File: src/rtl/image_writer_pkg.sv
// Shared types and constants for the image RAM writer.
//   writer_state_t : FSM states of the writer
//   lane_idx_t     : byte lane index within one packed word
//   NUM_BANKS      : banks written in parallel
//   CKSUM_W        : width of the running byte checksum
package image_writer_pkg;

   typedef enum logic [1:0] {
      IDLE  = 2'd0,
      FILL  = 2'd1,
      WRITE = 2'd2,
      DONE  = 2'd3
   } writer_state_t;

   typedef logic [1:0] lane_idx_t;

   localparam int NUM_BANKS = 4;
   localparam int CKSUM_W   = 16;

endpackage

File: src/rtl/image_ram_writer_if.sv
// Byte stream in / four-bank image RAM write port out.
//   in_data, in_valid, in_ready : valid/ready byte stream
//   addr_b                      : shared bank write address
//   data_b0..3, we_b0..3        : per-bank write data and enables
// Modports: master = the writer, slave = stream source plus RAM side.
interface image_ram_writer_if #(
   parameter int ADDR_W = 10,
   parameter int DATA_W = 8
);
   logic [DATA_W-1:0] in_data;
   logic              in_valid;
   logic              in_ready;
   logic [ADDR_W-1:0] addr_b;
   logic [DATA_W-1:0] data_b0;
   logic [DATA_W-1:0] data_b1;
   logic [DATA_W-1:0] data_b2;
   logic [DATA_W-1:0] data_b3;
   logic              we_b0;
   logic              we_b1;
   logic              we_b2;
   logic              we_b3;

   modport master (
      input  in_data, in_valid,
      output in_ready, addr_b,
      output data_b0, data_b1, data_b2, data_b3,
      output we_b0, we_b1, we_b2, we_b3
   );

   modport slave (
      output in_data, in_valid,
      input  in_ready, addr_b,
      input  data_b0, data_b1, data_b2, data_b3,
      input  we_b0, we_b1, we_b2, we_b3
   );
endinterface

File: src/rtl/image_word_packer.sv
// Collects consecutive stream bytes into one NUM_BANKS-lane word.
//   clk, reset : clock, asynchronous active-high reset
//   clear      : restart at lane 0 (new load or abort)
//   accept     : a byte is taken this cycle
//   in_data    : the byte
//   word       : lane registers, lane k in bits [k*DATA_W +: DATA_W]
//   word_full  : the byte taken this cycle completes the word
module image_word_packer
   import image_writer_pkg::*;
#(
   parameter int DATA_W = 8
) (
   input  logic                        clk,
   input  logic                        reset,
   input  logic                        clear,
   input  logic                        accept,
   input  logic [DATA_W-1:0]           in_data,
   output logic [NUM_BANKS*DATA_W-1:0] word,
   output logic                        word_full
);

   lane_idx_t         lane_cnt;
   logic [DATA_W-1:0] lanes [NUM_BANKS];

   always_ff @(posedge clk or posedge reset) begin
      if (reset) begin
         lane_cnt <= '0;
         for (int i = 0; i < NUM_BANKS; i++) lanes[i] <= '0;
      end else if (clear) begin
         lane_cnt <= '0;
      end else if (accept) begin
         lanes[lane_cnt] <= in_data;
         lane_cnt        <= lane_cnt + lane_idx_t'(1);
      end
   end

   always_comb begin
      word = '0;
      for (int i = 0; i < NUM_BANKS; i++) word[i*DATA_W +: DATA_W] = lanes[i];
   end

   // A byte that arrives together with clear is dropped, so it cannot complete a word.
   assign word_full = accept && !clear && (lane_cnt == lane_idx_t'(NUM_BANKS - 1));

endmodule

File: src/rtl/image_ram_writer.sv
// Write-side initiator for the four image RAM banks.
// Packs the incoming byte stream into 4-byte words (byte k -> bank k%4) and
// commits each word to all banks at address k/4 in a single write.
//   clk, reset : clock, asynchronous active-high reset
//   start      : pulse, begin loading an image at address 0 (from IDLE/DONE)
//   abort      : pulse, drop the current load and return to IDLE
//   bus        : byte stream in, bank write port out (image_ram_writer_if.master)
//   busy       : high in FILL or WRITE
//   done       : high while in DONE
//   checksum   : 16-bit running byte sum
// Build option: define IMAGE_WRITER_CHECKSUM_EN to enable the checksum adder;
// without it checksum is tied to zero.
module image_ram_writer
   import image_writer_pkg::*;
#(
   parameter int ADDR_W    = 10,
   parameter int DATA_W    = 8,
   parameter int NUM_BANKS = 4,
   parameter int IMG_WORDS = 784
) (
   input  logic                clk,
   input  logic                reset,
   input  logic                start,
   input  logic                abort,
   image_ram_writer_if.master  bus,
   output logic                busy,
   output logic                done,
   output logic [CKSUM_W-1:0]  checksum
);

   writer_state_t               state_q;
   writer_state_t               state_d;
   logic [ADDR_W-1:0]           word_cnt;
   logic [NUM_BANKS*DATA_W-1:0] word;
   logic                        word_full;
   logic                        accept;
   logic                        in_ready;
   logic                        load_start;
   logic                        commit;
   logic                        last_word;
   logic [ADDR_W-1:0]           addr_q;
   logic [NUM_BANKS*DATA_W-1:0] data_q;
   logic                        we_q;

   assign accept    = bus.in_valid && in_ready;
   assign last_word = (word_cnt == ADDR_W'(IMG_WORDS - 1));

   image_word_packer #(
      .DATA_W (DATA_W)
   ) u_packer (
      .clk       (clk),
      .reset     (reset),
      .clear     (abort || load_start),
      .accept    (accept),
      .in_data   (bus.in_data),
      .word      (word),
      .word_full (word_full)
   );

   always_ff @(posedge clk or posedge reset) begin
      if (reset) state_q <= IDLE;
      else       state_q <= state_d;
   end

   always_comb begin
      state_d = state_q;
      if (abort) begin
         state_d = IDLE;
      end else begin
         case (state_q)
            IDLE:    if (start) state_d = FILL;
            FILL:    if (word_full) state_d = WRITE;
            WRITE:   state_d = last_word ? DONE : FILL;
            DONE:    if (start) state_d = FILL;
            default: state_d = IDLE;
         endcase
      end
   end

   always_comb begin
      in_ready   = 1'b0;
      busy       = 1'b0;
      done       = 1'b0;
      load_start = 1'b0;
      commit     = 1'b0;
      case (state_q)
         IDLE:  load_start = start && !abort;
         FILL:  begin
            in_ready = 1'b1;
            busy     = 1'b1;
         end
         WRITE: begin
            busy   = 1'b1;
            commit = !abort;
         end
         DONE:  begin
            done       = 1'b1;
            load_start = start && !abort;
         end
         default: ;
      endcase
   end

   always_ff @(posedge clk or posedge reset) begin
      if (reset)                        word_cnt <= '0;
      else if (abort || load_start)     word_cnt <= '0;
      else if (commit && !last_word)    word_cnt <= word_cnt + ADDR_W'(1);
   end

   // The write port is registered out of the WRITE cycle, so an abort seen
   // during WRITE still suppresses the commit and no enable ever escapes.
   always_ff @(posedge clk or posedge reset) begin
      if (reset) begin
         we_q   <= 1'b0;
         addr_q <= '0;
         data_q <= '0;
      end else begin
         we_q <= commit;
         if (commit) begin
            addr_q <= word_cnt;
            data_q <= word;
         end
      end
   end

`ifdef IMAGE_WRITER_CHECKSUM_EN
   logic [CKSUM_W-1:0] cksum_q;

   always_ff @(posedge clk or posedge reset) begin
      if (reset)           cksum_q <= '0;
      else if (load_start) cksum_q <= '0;
      else if (accept)     cksum_q <= cksum_q + CKSUM_W'(bus.in_data);
   end

   assign checksum = cksum_q;
`else
   assign checksum = '0;
`endif

   assign bus.in_ready = in_ready;
   assign bus.addr_b   = addr_q;
   assign bus.data_b0  = data_q[0*DATA_W +: DATA_W];
   assign bus.data_b1  = data_q[1*DATA_W +: DATA_W];
   assign bus.data_b2  = data_q[2*DATA_W +: DATA_W];
   assign bus.data_b3  = data_q[3*DATA_W +: DATA_W];
   assign bus.we_b0    = we_q;
   assign bus.we_b1    = we_q;
   assign bus.we_b2    = we_q;
   assign bus.we_b3    = we_q;

endmodule

File: src/flat_wrapper.sv
// flat-port wrapper written by rule: the top's interface ports become plain ports
module image_ram_writer_flat import image_writer_pkg::*;
#(
   parameter int ADDR_W    = 10,
   parameter int DATA_W    = 8,
   parameter int NUM_BANKS = 4,
   parameter int IMG_WORDS = 784
)
  (clk, reset, start, abort, busy, done, checksum, bus_in_data, bus_in_valid, bus_in_ready, bus_addr_b, bus_data_b0, bus_data_b1, bus_data_b2, bus_data_b3, bus_we_b0, bus_we_b1, bus_we_b2, bus_we_b3);
  image_ram_writer_if #(.ADDR_W(ADDR_W), .DATA_W(DATA_W)) bus_i ();
  input  logic clk;
  input  logic reset;
  input  logic start;
  input  logic abort;
  output logic busy;
  output logic done;
  output logic [CKSUM_W-1:0] checksum;
  input wire logic [$bits(bus_i.in_data)-1:0] bus_in_data;
  input wire logic [$bits(bus_i.in_valid)-1:0] bus_in_valid;
  output wire logic [$bits(bus_i.in_ready)-1:0] bus_in_ready;
  output wire logic [$bits(bus_i.addr_b)-1:0] bus_addr_b;
  output wire logic [$bits(bus_i.data_b0)-1:0] bus_data_b0;
  output wire logic [$bits(bus_i.data_b1)-1:0] bus_data_b1;
  output wire logic [$bits(bus_i.data_b2)-1:0] bus_data_b2;
  output wire logic [$bits(bus_i.data_b3)-1:0] bus_data_b3;
  output wire logic [$bits(bus_i.we_b0)-1:0] bus_we_b0;
  output wire logic [$bits(bus_i.we_b1)-1:0] bus_we_b1;
  output wire logic [$bits(bus_i.we_b2)-1:0] bus_we_b2;
  output wire logic [$bits(bus_i.we_b3)-1:0] bus_we_b3;
  assign bus_i.in_data = bus_in_data;
  assign bus_i.in_valid = bus_in_valid;
  assign bus_in_ready = bus_i.in_ready;
  assign bus_addr_b = bus_i.addr_b;
  assign bus_data_b0 = bus_i.data_b0;
  assign bus_data_b1 = bus_i.data_b1;
  assign bus_data_b2 = bus_i.data_b2;
  assign bus_data_b3 = bus_i.data_b3;
  assign bus_we_b0 = bus_i.we_b0;
  assign bus_we_b1 = bus_i.we_b1;
  assign bus_we_b2 = bus_i.we_b2;
  assign bus_we_b3 = bus_i.we_b3;
  image_ram_writer #(.ADDR_W(ADDR_W), .DATA_W(DATA_W), .NUM_BANKS(NUM_BANKS), .IMG_WORDS(IMG_WORDS)) u_core (.clk(clk), .reset(reset), .start(start), .abort(abort), .bus(bus_i), .busy(busy), .done(done), .checksum(checksum));
endmodule
File: config.mk
export PLATFORM = sky130hd
export DESIGN_NAME = image_ram_writer_flat
export DESIGN_NICKNAME = d
export VERILOG_FILES = /design/src/rtl/image_writer_pkg.sv /design/src/rtl/image_ram_writer_if.sv /design/src/rtl/image_word_packer.sv /design/src/rtl/image_ram_writer.sv /design/src/flat_wrapper.sv
export SDC_FILE = /design/constraint.sdc
export NUM_CORES = 1
export LEC_CHECK = 0
export ABC_AREA = 1
export CORE_MARGIN = 8
export CORE_UTILIZATION = 52
export DETAILED_ROUTE_END_ITERATION = 10
export PLACE_DENSITY = 0.8
export SYNTH_ARGS = -nofsm -noshare
export SYNTH_HDL_FRONTEND = slang
export SYNTH_HIERARCHICAL = 1
export SYNTH_SLANG_ARGS = --single-unit
export TNS_END_PERCENT = 10
File: constraint.sdc
create_clock -name clk -period 2.7 [get_ports clk]
set_input_delay 0.54 -clock clk [delete_from_list [all_inputs] [get_ports clk]]
set_output_delay 0.54 -clock clk [all_outputs]
set_load 0.1 [all_outputs]
Word level (Yosys, flattened, before mapping)
Cells that the tools add are included.
- logic and storage cells: 57
- output and inout port bits: 65
- input port bits: 13
- register bits after elaboration: 89
- equal/unequal tests: 7
- add/subtract/negate cells: 2
- reduce and logical (&&, ||, !) cells: 17
- mux-type cells: 17
- bitwise operators: 2
- magnitude comparators: 2
- operators by type and width (operator ; count):
    32-bit bitwise mux ; 1
    10-bit 2-to-1 mux ; 2
    8-bit demux with 2-bit select ; 1
    2-bit 2-to-1 mux ; 6
    10-bit by 1-bit adder with 10-bit output (second input constant) ; 1
    10-bit equality test (second input constant) ; 1
    8-bit 2-to-1 mux ; 1
    2-bit equality test (second input constant) ; 3
    1-bit logical AND ; 6
    2-bit case mux with 3 select lines ; 1
    1-bit 2-to-1 mux ; 5
    2-bit AND reduction ; 2
    2-bit nonzero test ; 2
    2-bit OR reduction ; 2
    3-bit greater-or-equal comparator (second input constant) ; 1
    1-bit zero test ; 3
    3-bit by 1-bit less-than comparator with 1-bit output (second input constant) ; 1
    3-bit by 1-bit inequality test with 1-bit output (second input constant) ; 1
    3-bit inequality test (second input constant) ; 1
    2-bit inverter with 3-bit output ; 1
    2-bit by 1-bit adder with 2-bit output (second input constant) ; 1
    2-bit by 1-bit equality test with 1-bit output (second input constant) ; 1
    2-bit zero test ; 1
    1-bit logical OR ; 1
    1-bit inverter ; 1

Logic depth before layout (Yosys ltp)
Gate-level depths: netlist (run 1).
- depth in word-level cells: 10
- gate-level depth with buffers: 12
- gate-level depth less buffers: 11

Hierarchy
The synthesis (run 1) kept the hierarchy.
- modules (own cells, without submodules) (module ; times used ; cells an instance ; sequential area each (um^2) ; area each (um^2)):
    image_ram_writer ; 1 ; 312 ; 1376.3 ; 2588.7
    image_word_packer ; 1 ; 162 ; 850.8 ; 1576.5

Least setup slack after synthesis (run 1)
OpenSTA, ideal clock, no wires.
- path type: reg2reg
- start point: reg u_core.state_q[1]
- end point: reg u_core.state_q[0]
- clock period less this slack: 2470 ps
- data arrival time: 2393 ps
- required time: 2623 ps
- library setup time: 77 ps
- path slack: 230 ps
- cell stages (with the launch flop): 11
- buffers on the path: 1
- cell sequence: dfrtp_1 -> inv_1 -> ha_1 -> nand2_1 -> inv_1 -> buf_6 -> nand3_4 -> inv_1 -> o22ai_1 -> or2_2 -> a21oi_1
- elaborated cells on any way between the ends: 17
- classes of those cells: eq/ne (5); mux (4); reduce/logical (8)
- RTL lines (item ; line ; RTL):
    start, declared ; image_ram_writer.sv:31 ; writer_state_t state_q;
    start signal, assigned ; image_ram_writer.sv:62 ; else state_q <= state_d;
    2-bit by 1-bit equality test with 1-bit output ; image_ram_writer.sv:86 ; case (state_q)
    1-bit 2-to-1 mux ; image_ram_writer.sv:86 ;
    named net bus_in_ready ; flat_wrapper.sv:20 ; output wire logic [$bits(bus_i.in_ready)-1:0] bus_in_ready;
    1-bit logical AND ; image_ram_writer.sv:45 ; assign accept = bus.in_valid && in_ready;
    named net u_core.accept ; image_ram_writer.sv:36 ; logic accept;
    1-bit logical AND (2 in a row) ; image_word_packer.sv:43 ; assign word_full = accept && !clear && (lane_cnt == lane_idx_t'(NUM_BANKS - 1));
    named net u_core.word_full ; image_ram_writer.sv:35 ; logic word_full;
    3-bit inequality test (no line) ; - ;
    2-bit AND reduction (no line) ; - ;
The timed path passes the listed nets, and every way through them passes these cells.
A chain may end at the register's enable or synchronous reset.

Final worst setup path (run 1)
- start point: reg u_core.state_q[0]
- end point: reg u_core.u_packer.lanes, in the netlist u_core/u_packer/word[11]
- word-level cells in the longest chain between the ends: 6
- elaborated cells on any way between the ends: 10
- classes of those cells: eq/ne (2); mux (2); bitwise (1); reduce/logical (5)
- ends and longest elaborated chain (item ; line ; RTL):
    2-bit equality test or 2-bit zero test (tied branches) ; image_ram_writer.sv:86 ;
    2-bit OR reduction (no line) ; - ;
    1-bit 2-to-1 mux ; - ;
    1-bit logical OR ; image_ram_writer.sv:53 ; .clear (abort || load_start),
    1-bit inverter (no line) ; - ;
    2-bit AND reduction (no line) * ; - ;
    end signal, assigned by index ; image_word_packer.sv:32 ; lanes[lane_cnt] <= in_data;
    end, declared ; image_word_packer.sv:23 ; logic [DATA_W-1:0] lanes [NUM_BANKS];
Every way passes the cells marked *; elsewhere a longest branch is shown, timed or not.

==> metrics, run 1 <==
status completed; DR pass1 iterations 4; total CTS buffers 9; Core Area 7727 sq um; Logic pwr share 0.434; Clk pwr share 0.197; post_cts resized 0; first-pass GRT wire length 15210 um; Die H 105.5 um; Yosys cell types 26; Overflow after GRT 0; cell area power density 970.5 nW/um^2; initial antenna violation count 0; switching power 0.002253 W; setup slack after layout 250.7 ps; layout cell share with drive strength beyond 1 0.1620; Buffers on Ports 61; Slew @ Worst Pin 570.6 ps; critical path class reg2reg; Max Fclk 0.4083 GHz; starting density of the core 0.5390; Slew headroom 0.6191; TNS Setup 0 ps; pin count of the biggest net entering global routing 43; Fillers 676; worst hold slack 476.4 ps; crit path DAT 2690 ps; drt via density 5.019; pre-CTS setup slack 28.43 ps; commonest non-fill, non-tap cells in the layout nand2_1 (214), dfrtp_1 (89), buf_4 (53), nand4_1 (36), inv_1 (24); Avg Synthesized Cell Area 8.787 sq um; area of the mapped netlist 4165 sq um; Sink Count 89; # hold bufs at CTS 0; number of global-route vias before repair 3178; CP required 2940 ps; Leak Pwr 2.615 nW; fin crit period 2449 ps; Die Wd 105.5 um; Root Buffer clkbuf_8; sequential area share after synthesis 0.5347; Sw Share 0.4872; clk_skew 8.103 ps; dpl hpwl 6460 um; # rows 32; clock-pin slew on the worst setup and hold paths 90 ps; final std cells w/o fill 633; drt drc 0; Die Area 11130 sq um; Global Route Usage Sum 0.1650; Min-Delay Path Class reg2reg; Internal 0.002372 W; Synth-to-Final Area Change 14.42%; commonest non-fill, non-tap cell in the layout nand2_1; Startpoint Class flop; Synth Instances 474; H-tree levels 3; Max VDD drop 0.5945 mV; Routed wire per std cell 13.87 um; max-cap violation count 0; count of final max-slew check failures 0; placed instance count 617; # IOs 78; GPL Wtd Cong 0.9020; CP max FO 37; 1st-iter DRT viols 223; final hold violations 0; Synth Warn # 6; Nets 548; CP endpoint kind flop; Antenna Cells 0; RSZ-0062 raised after global routing no; number of nets with antenna violations after routing 0; part of the power in registers 0.368; Detailed Route WL 8778 um; routed via count 3177; Setup-failing EPs final 0; clk buf depth 2; final clock period utilization by the worst path 0.9071; worst skew pair latency 350 ps; TritonCTS clock tree yes; Synth Register Bits 89; # Post-CTS Setup Buffers 0
==> logic make-up after synthesis <==
family / Yosys count / synth area share
simple gates: 285 / 0.2959
flops: 89 / 0.5347
fa+ha+maj: 9 / 0.02704
other cells: 1 / 0.0009003
buf+inv: 68 / 0.1066
compound gates: 18 / 0.02644
xor+xnor: 4 / 0.008410
==> critical path: stages, from the launching register on <==
cell and delay [ps]:
dfrtp_1 440, inv_1 70, ha_1 360, a21oi_4 280
inv_1 170, inv_1 150, buf_4 340, nand3_1 310
nand2_1 150, nand2_1 70
==> synthesized netlist by cell type (all sizes together) <==
| library cell | number | share of area |
|---|---|---|
| buf | 41 | 0.082 |
| dfrtp | 89 | 0.53 |
| o21ai | 14 | 0.019 |
| nor2 | 17 | 0.018 |
| or2 | 1 | 0.0015 |
| nand4 | 36 | 0.054 |
| ha | 9 | 0.027 |
| nand2 | 217 | 0.20 |
| o22ai | 1 | 0.0015 |
| inv | 26 | 0.023 |
| clkinv | 1 | 0.00090 |
| nand3 | 14 | 0.025 |
| conb | 1 | 0.00090 |
| xor2 | 4 | 0.0084 |
| a21oi | 3 | 0.0063 |
==> cell type report <==
type / instances / area, sq um / area share
Sequential cell: 89 / 2227 / 0.4673
Multi-Input combinational cell: 332 / 1550 / 0.3253
Timing Repair Buffer: 67 / 558.0 / 0.1171
Tap cell: 102 / 127.6 / 0.02678
Clock buffer: 9 / 123.9 / 0.02599
Inverter: 27 / 101.3 / 0.02127
Clock inverter: 7 / 77.57 / 0.01628
==> power groups by stage <==
stage,Sequential [W],Clock (W),Combinational [W]
after detailed placement,0.00173,0,0.00202
after global placement,0.00172,0,0.00200
after CTS,0.00170,0.000948,0.00202
final,0.00170,0.000913,0.00201
after global routing,0.00173,0.000997,0.00212
after floorplan,0.00258,0,0.000841
==> final timing paths <==
check                                       start                        to  slack, ps  depth (start not counted)
min in group asynchronous                   reset         u_core/data_q[31]        610                          2
worst max register to register  u_core/state_q[0]  u_core/u_packer/word[11]        250                          9
max in group asynchronous                   reset         u_core/data_q[25]       1530                          3
worst min-delay path            u_core/data_q[10]         u_core/data_q[10]        480                          2
worst max-delay path            u_core/state_q[0]  u_core/u_packer/word[11]        250                          9
worst min register to register  u_core/data_q[10]         u_core/data_q[10]        480                          2
==> state kept, by name (all words and copies together) (netlist names) <==
signal,flops
u_core/word_cnt,10
u_core/u_packer/word,32
u_core/state_q,2
u_core/bus.we_b0,1
u_core/u_packer/lane_cnt,2
u_core/data_q,32
u_core/bus.addr_b,10
==> metrics by stage <==
stage | area (sq um) | utilization | total power (W)
global placement | 4564 | 0.5907 | 0.003714
finish | 4766 | 0.6167 | 0.004625
global route | 4766 | 0.6167 | 0.004847
floorplan | 4222 | - | 0.003418
detailed placement | 4564 | 0.5907 | 0.003747
CTS | 4766 | 0.6167 | 0.004672
==> per-layer routing <==
| layer | vias up | share of wire | GRT usage |
|---|---|---|---|
| met1 | 1518 | 0.46 | 0.2163 |
| met5 | - | 0 | 0 |
| met3 | 14 | 0.052 | 0.03167 |
| met4 | 0 | 0.020 | 0.08342 |
| li1 | 1574 | - | - |
| met2 | 71 | 0.47 | 0.2563 |
No activity file was read; power rests on OpenSTA's default activity.
==> run 2: changes to the inputs <==
- CORE_ASPECT_RATIO: default -> 1.25
==> metrics, run 2 (synthesis results as in run 1) <==
CP endpoint kind flop; Buffers on Ports 61 (unchanged); clock-pin slew on the worst setup and hold paths 90 ps (about the same); pin count of the biggest net entering global routing 42 (-2.3%); setup slack after layout 273.4 ps (+22.63 ps); Routed wire per std cell 14.56 um (+5.0%); Leak Pwr 2.634 nW (+0.72%); cell breakdown of the critical path inv_1 > ha_1 > a21oi_4 > inv_1 > inv_1 > buf_4 > nand3_1 > nand2_1 > nand2_1; GPL Wtd Cong 0.8329 (-7.7%); critical path class reg2reg; crit path DAT 2650 ps (-40 ps); CP max stage delay 430 ps (about the same); Root Buffer clkbuf_8; worst skew pair latency 340 ps (about the same); Sink Count 89 (unchanged); number of global-route vias before repair 3134 (-1.4%); pre-CTS setup slack 69.18 ps (+40.75 ps); Die H 116.1 um (+10%); worst hold slack 477.7 ps (+1.307 ps); max-cap violation count 0 (unchanged); Largest delay share family, worst path buffers and inverters; Detailed Route WL 9127 um (+4.0%); commonest non-fill, non-tap cells in the layout nand2_1 (214), dfrtp_1 (89), buf_4 (55), nand4_1 (36), inv_1 (24); Buf+Inv Stages, Crit Path 4 (unchanged); count of final max-slew check failures 0 (unchanged); slowest stage cell on the critical path dfrtp_1; Setup-failing EPs final 0 (unchanged); Synth-to-Final Area Change 15.29%; CP required 2920 ps (-20 ps); # hold bufs at CTS 0 (unchanged); 1st-iter DRT viols 212 (-4.9%); drt via density 5.161 (+2.8%); number of nets with antenna violations after routing 0 (unchanged); TritonCTS clock tree yes; Min-Delay Path Class reg2reg; clk buf depth 2 (unchanged); Max Fclk 0.4121 GHz (+0.93%); Antenna Cells 0 (unchanged); total CTS buffers 9 (unchanged); # IOs 78 (unchanged); post_cts resized 0 (unchanged); layout cell share with drive strength beyond 1 0.1635 (+0.001575); Crit path top cell by count inv_1; Startpoint Class flop; final hold violations 0 (unchanged); # Post-CTS Setup Buffers 0 (unchanged); starting density of the core 0.5345 (-0.004501); first-pass GRT wire length 15040 um (-1.1%); DR pass1 iterations 4 (unchanged); fin crit period 2427 ps (-22.63 ps); TNS Setup 0 ps (unchanged); initial antenna violation count 0 (unchanged); Max VDD drop 0.7480 mV (+26%); dpl hpwl 6685 um (+3.5%); routed via count 3236 (+1.9%); status completed; drt drc 0 (unchanged); Core Area 7792 sq um (+0.84%); final clock period utilization by the worst path 0.8987 (-0.008383); Layout Utilization 0.6162 (about the same); H-tree levels 3 (unchanged); Nets 549 (+0.18%); commonest non-fill, non-tap cell in the layout nand2_1; CP max FO 37 (unchanged); # rows 36 (+13%); Die Area 11150 sq um (+0.16%); Global Route Usage Sum 0.1710 (+0.006027); Die Wd 96.05 um (-9.0%); Overflow after GRT 0 (unchanged); clk_skew 10.80 ps (+2.699 ps); RSZ-0062 raised after global routing no; cell area power density 1004 nW/um^2 (+3.5%)
run 2: changes by cell type in the layout (fill, tap and decap cells not counted), sizes merged:
cell,delta
buf,+1
bufinv,+2
clkbuf,+1
clkinv,-2
clkinvlp,+1
inv,-2
run 2: final timing paths:
kind	slack, ps	depth (start not counted)	start	to
min	480	2	u_core/u_packer/word[19]	u_core/u_packer/word[19]
max reg2reg	270	9	u_core/state_q[0]	u_core/u_packer/word[14]
min reg2reg	480	2	u_core/u_packer/word[19]	u_core/u_packer/word[19]
min in group asynchronous	520	2	reset	u_core/word_cnt[1]
max	270	9	u_core/state_q[0]	u_core/u_packer/word[14]
max in group asynchronous	1530	3	reset	u_core/data_q[8]
run 2: through the flow:
step                      total power, W  instance area, sq um  instances
after CTS                       0.004857                  4802        627
after global routing            0.005041                  4802        627
final                           0.004822                  4802        627
after global placement          0.003707                  4551        611
after floorplan                 0.003418                  4222        489
after detailed placement        0.003753                  4551        611
run 2: routing by layer:
metal	vias to the layer above	global-route usage	wire length [um]
li1	1581	-	-
met1	1524	0.2206	3820
met2	121	0.2786	4603
met3	10	0.03111	580
met4	0	0.06064	123
met5	-	0	0
run 2: worst min-delay path, stage by stage, from the launching register on:
cell	delay (ps)
dfrtp_1	350
nand2_1	50
nand2_1	40
run 2: layout make-up:
type	count	area, sq um
clock buffers	10	137.6
clock inverters	6	113.9
fillers	675	2990
inverters	27	101.3
multi-input cells	332	1550
flip-flops and latches	89	2227
well taps	95	118.9
repair buffers	68	553.0
run 2: power by group:
group / total (W) / internal (W) / switching (W) / leakage, nW
clock network: 0.00110 / 0.000643 / 0.000461 / 0.119
logic: 0.00202 / 0.000378 / 0.00164 / 1.30
registers: 0.00170 / 0.00156 / 0.000146 / 1.22
total: 0.00482 / 0.00258 / 0.00224 / 2.63
==> run 3: changes to the inputs <==
- ABC_AREA: 1 -> default
- CORE_UTILIZATION: 52 -> 51
- PLACE_DENSITY: 0.8 -> 0.79
==> metrics, run 3 <==
number of nets with antenna violations after routing 0 (unchanged); CP required 2940 ps (+20 ps); 1st-iter DRT viols 87 (-59%); DR pass1 iterations 4 (unchanged); count of final max-slew check failures 0 (unchanged); Logic pwr share 0.438 (+0.020); Internal 0.002417 W (-6.3%); Clk pwr share 0.190 (-0.039); Routed wire per std cell 16.80 um (+15%); Synth async-reset ratio 1.000 (unchanged); Max Fclk 0.4697 GHz (+14%); Setup-failing EPs final 0 (unchanged); Slew headroom 0.5764; sequential area share after synthesis 0.5806 (+0.04587); dpl hpwl 5285 um (-21%); Detailed Route WL 7324 um (-20%); Largest delay share family, worst path compound AO/OA/AOI/OAI gates; slowest stage cell on the critical path dfrtp_1; # IOs 78 (unchanged); worst skew pair latency 350 ps (about the same); Die H 113.0 um (-2.7%); # hold bufs at CTS 0 (unchanged); critical path class reg2reg; number of global-route vias before repair 2489 (-21%); Slew @ Worst Pin 634.4 ps; Area contributors post-synth dfrtp_1 (58%), mux2_2 (21%), buf_4 (3.7%); Fillers 602 (-11%); TNS Setup 0 ps (unchanged); worst hold slack 499.9 ps (+22.24 ps); Top FF cell, synth dfrtp_1; drt via density 5.291 (+2.5%); Startpoint Class flop; Layout Utilization 0.6219 (+0.005690); final clock period utilization by the worst path 0.7885 (-0.1102); commonest cells in the netlist dfrtp_1 (89), mux2_2 (71), buf_4 (19); pin count of the biggest net entering global routing 35 (-17%); Nets 361 (-34%); count leader, synth dfrtp_1; Min-Delay Path Class reg2reg; initial antenna violation count 0 (unchanged); Yosys cell types 34 (+31%); first-pass GRT wire length 12380 um (-18%); fin crit period 2129 ps (-297.6 ps); Sw Share 0.4715 (+0.006128); CP endpoint kind flop; crit path DAT 2370 ps (-280 ps); Leak Pwr 2.395 nW (-9.1%); Synth Register Bits 89 (unchanged); pre-CTS setup slack 400.9 ps (+331.8 ps); routed via count 2307 (-29%); total CTS buffers 9 (unchanged); # Post-CTS Setup Buffers 0 (unchanged); Overflow after GRT 0 (unchanged); Buffers on Ports 61 (unchanged); Die Wd 93.57 um (-2.6%); setup slack after layout 571.0 ps (+297.6 ps); CP max FO 13 (-65%); Max VDD drop 0.7473 mV (about the same); commonest non-fill, non-tap cells in the layout dfrtp_1 (89), mux2_2 (71), buf_4 (54), conb_1 (16), clkdlybuf4s50_1 (12); starting density of the core 0.5214 (-0.01309); clock-pin slew on the worst setup and hold paths 100 ps (about the same); Die Area 10570 sq um (-5.2%); commonest non-fill, non-tap cell in the layout dfrtp_1; total power 0.004573 W (-5.2%); area of the mapped netlist 3836 sq um (-7.9%); Synth Warn # 6 (unchanged); top-area cell type share of the netlist area 0.5806 (+0.04587); status completed; switching power 0.002156 W (-3.9%); Buf+Inv Stages, Crit Path 3 (-1); Avg Synthesized Cell Area 14.21 sq um (+62%); max-cap violation count 0 (unchanged); Core Area 7357 sq um (-5.6%); Sink Count 89 (unchanged); part of the power in registers 0.372 (+0.019); Post-synth EDFFs 0 (unchanged); TritonCTS clock tree yes; Antenna Cells 0 (unchanged); Synth-to-Final Area Change 19.28%; RSZ-0062 raised after global routing no; cell area power density 999.4 nW/um^2 (-0.47%); GPL Wtd Cong 0.7980 (-4.2%); Root Buffer clkbuf_8; Synth Instances 270 (-43%); # rows 35 (-2.8%); clk_skew 13.27 ps (+2.472 ps); clk buf depth 2 (unchanged); flop-to-flop setup slack 570 ps (+300 ps); Reg area 2227 sq um (unchanged); largest area contributor in the netlist dfrtp_1; Global Route Usage Sum 0.1473 (-0.02371); post_cts resized 0 (unchanged); H-tree levels 3 (unchanged); cell breakdown of the critical path inv_1 > ha_1 > a21oi_1 > inv_2 > nand3b_4 > inv_1 > nand2b_1 > a21oi_1 > a311oi_1; drt drc 0 (unchanged); area of the multi-input gates 1448 sq um (-6.6%); layout cell share with drive strength beyond 1 0.4448 (+0.2812); final hold violations 0 (unchanged); CP max stage delay 450 ps (+20 ps)
[run 3: changes by cell type after synthesis, sizes merged, moves of 13 or more]
cell	before	now
nand2	217	6
mux2	0	74
nand4	36	3
buf	41	24
inv	26	13
[run 3: path summary, 6_finish.rpt]
path	start	to	cells after the start
worst max-delay path	u_core/state_q[0]	u_core/state_q[1]	9
worst max register to register	u_core/state_q[0]	u_core/state_q[1]	9
worst min-delay path	u_core/u_packer/word[11]	u_core/data_q[11]	1
max in group asynchronous	reset	u_core/bus.we_b0	3
min in group asynchronous	reset	u_core/data_q[14]	2
worst min register to register	u_core/u_packer/word[11]	u_core/data_q[11]	1
[run 3: metrics by stage]
step	cells	instance area, sq um
CTS	436	4576
global placement	420	4384
detailed placement	420	4384
floorplan	285	3892
finish	436	4576
global route	436	4576
[run 3: layout make-up]
class | count | area share
Inverter | 13 | 0.01066
Clock buffer | 9 | 0.02707
Sequential cell | 89 | 0.4867
Timing Repair Buffer | 67 | 0.1192
Tap cell | 92 | 0.02516
Clock inverter | 7 | 0.01477
Multi-Input combinational cell | 159 | 0.3164
[run 3: worst reg2reg max path, cell delays in order, from the launching register on]
cell and delay [ps]:
dfrtp_1 450, inv_1 70, ha_1 340, a21oi_1 230, inv_2 150, nand3b_4 180
inv_1 70, nand2b_1 170, a21oi_1 90, a311oi_1 270
[run 3: kinds of logic (layout without fill, tap and decap cells)]
group                      Yosys count  count (layout)  share of synthesized area
AOI/OAI and AO/OA                   23              23                    0.03784
xor gates and xnor gates             1               1                   0.002284
adders and majority gates            9               9                    0.02935
buffers and inverters               37              96                    0.05806
DFF                                 89              89                     0.5806
muxes                               77              77                     0.2250
other                                1              16                  0.0009775
and+or+nand+nor                     33              33                    0.06589
[run 3: power groups by stage]
| stage | logic (W) | registers (W) | clock network (W) |
|---|---|---|---|
| detailed placement | 0.00202 | 0.00173 | 0 |
| global placement | 0.00199 | 0.00172 | 0 |
| global route | 0.00209 | 0.00173 | 0.000948 |
| floorplan | 0.000832 | 0.00253 | 0 |
| CTS | 0.00202 | 0.00170 | 0.000900 |
| finish | 0.00200 | 0.00170 | 0.000870 |
[run 3: routing by layer]
layer / GRT usage / vias up / routed length [um]
met1: 0.1774 / 1181 / 3176
met3: 0.04437 / 10 / 458
met4: 0.06151 / 0 / 119
met5: 0 / - / 0
li1: - / 1055 / -
met2: 0.2385 / 61 / 3569
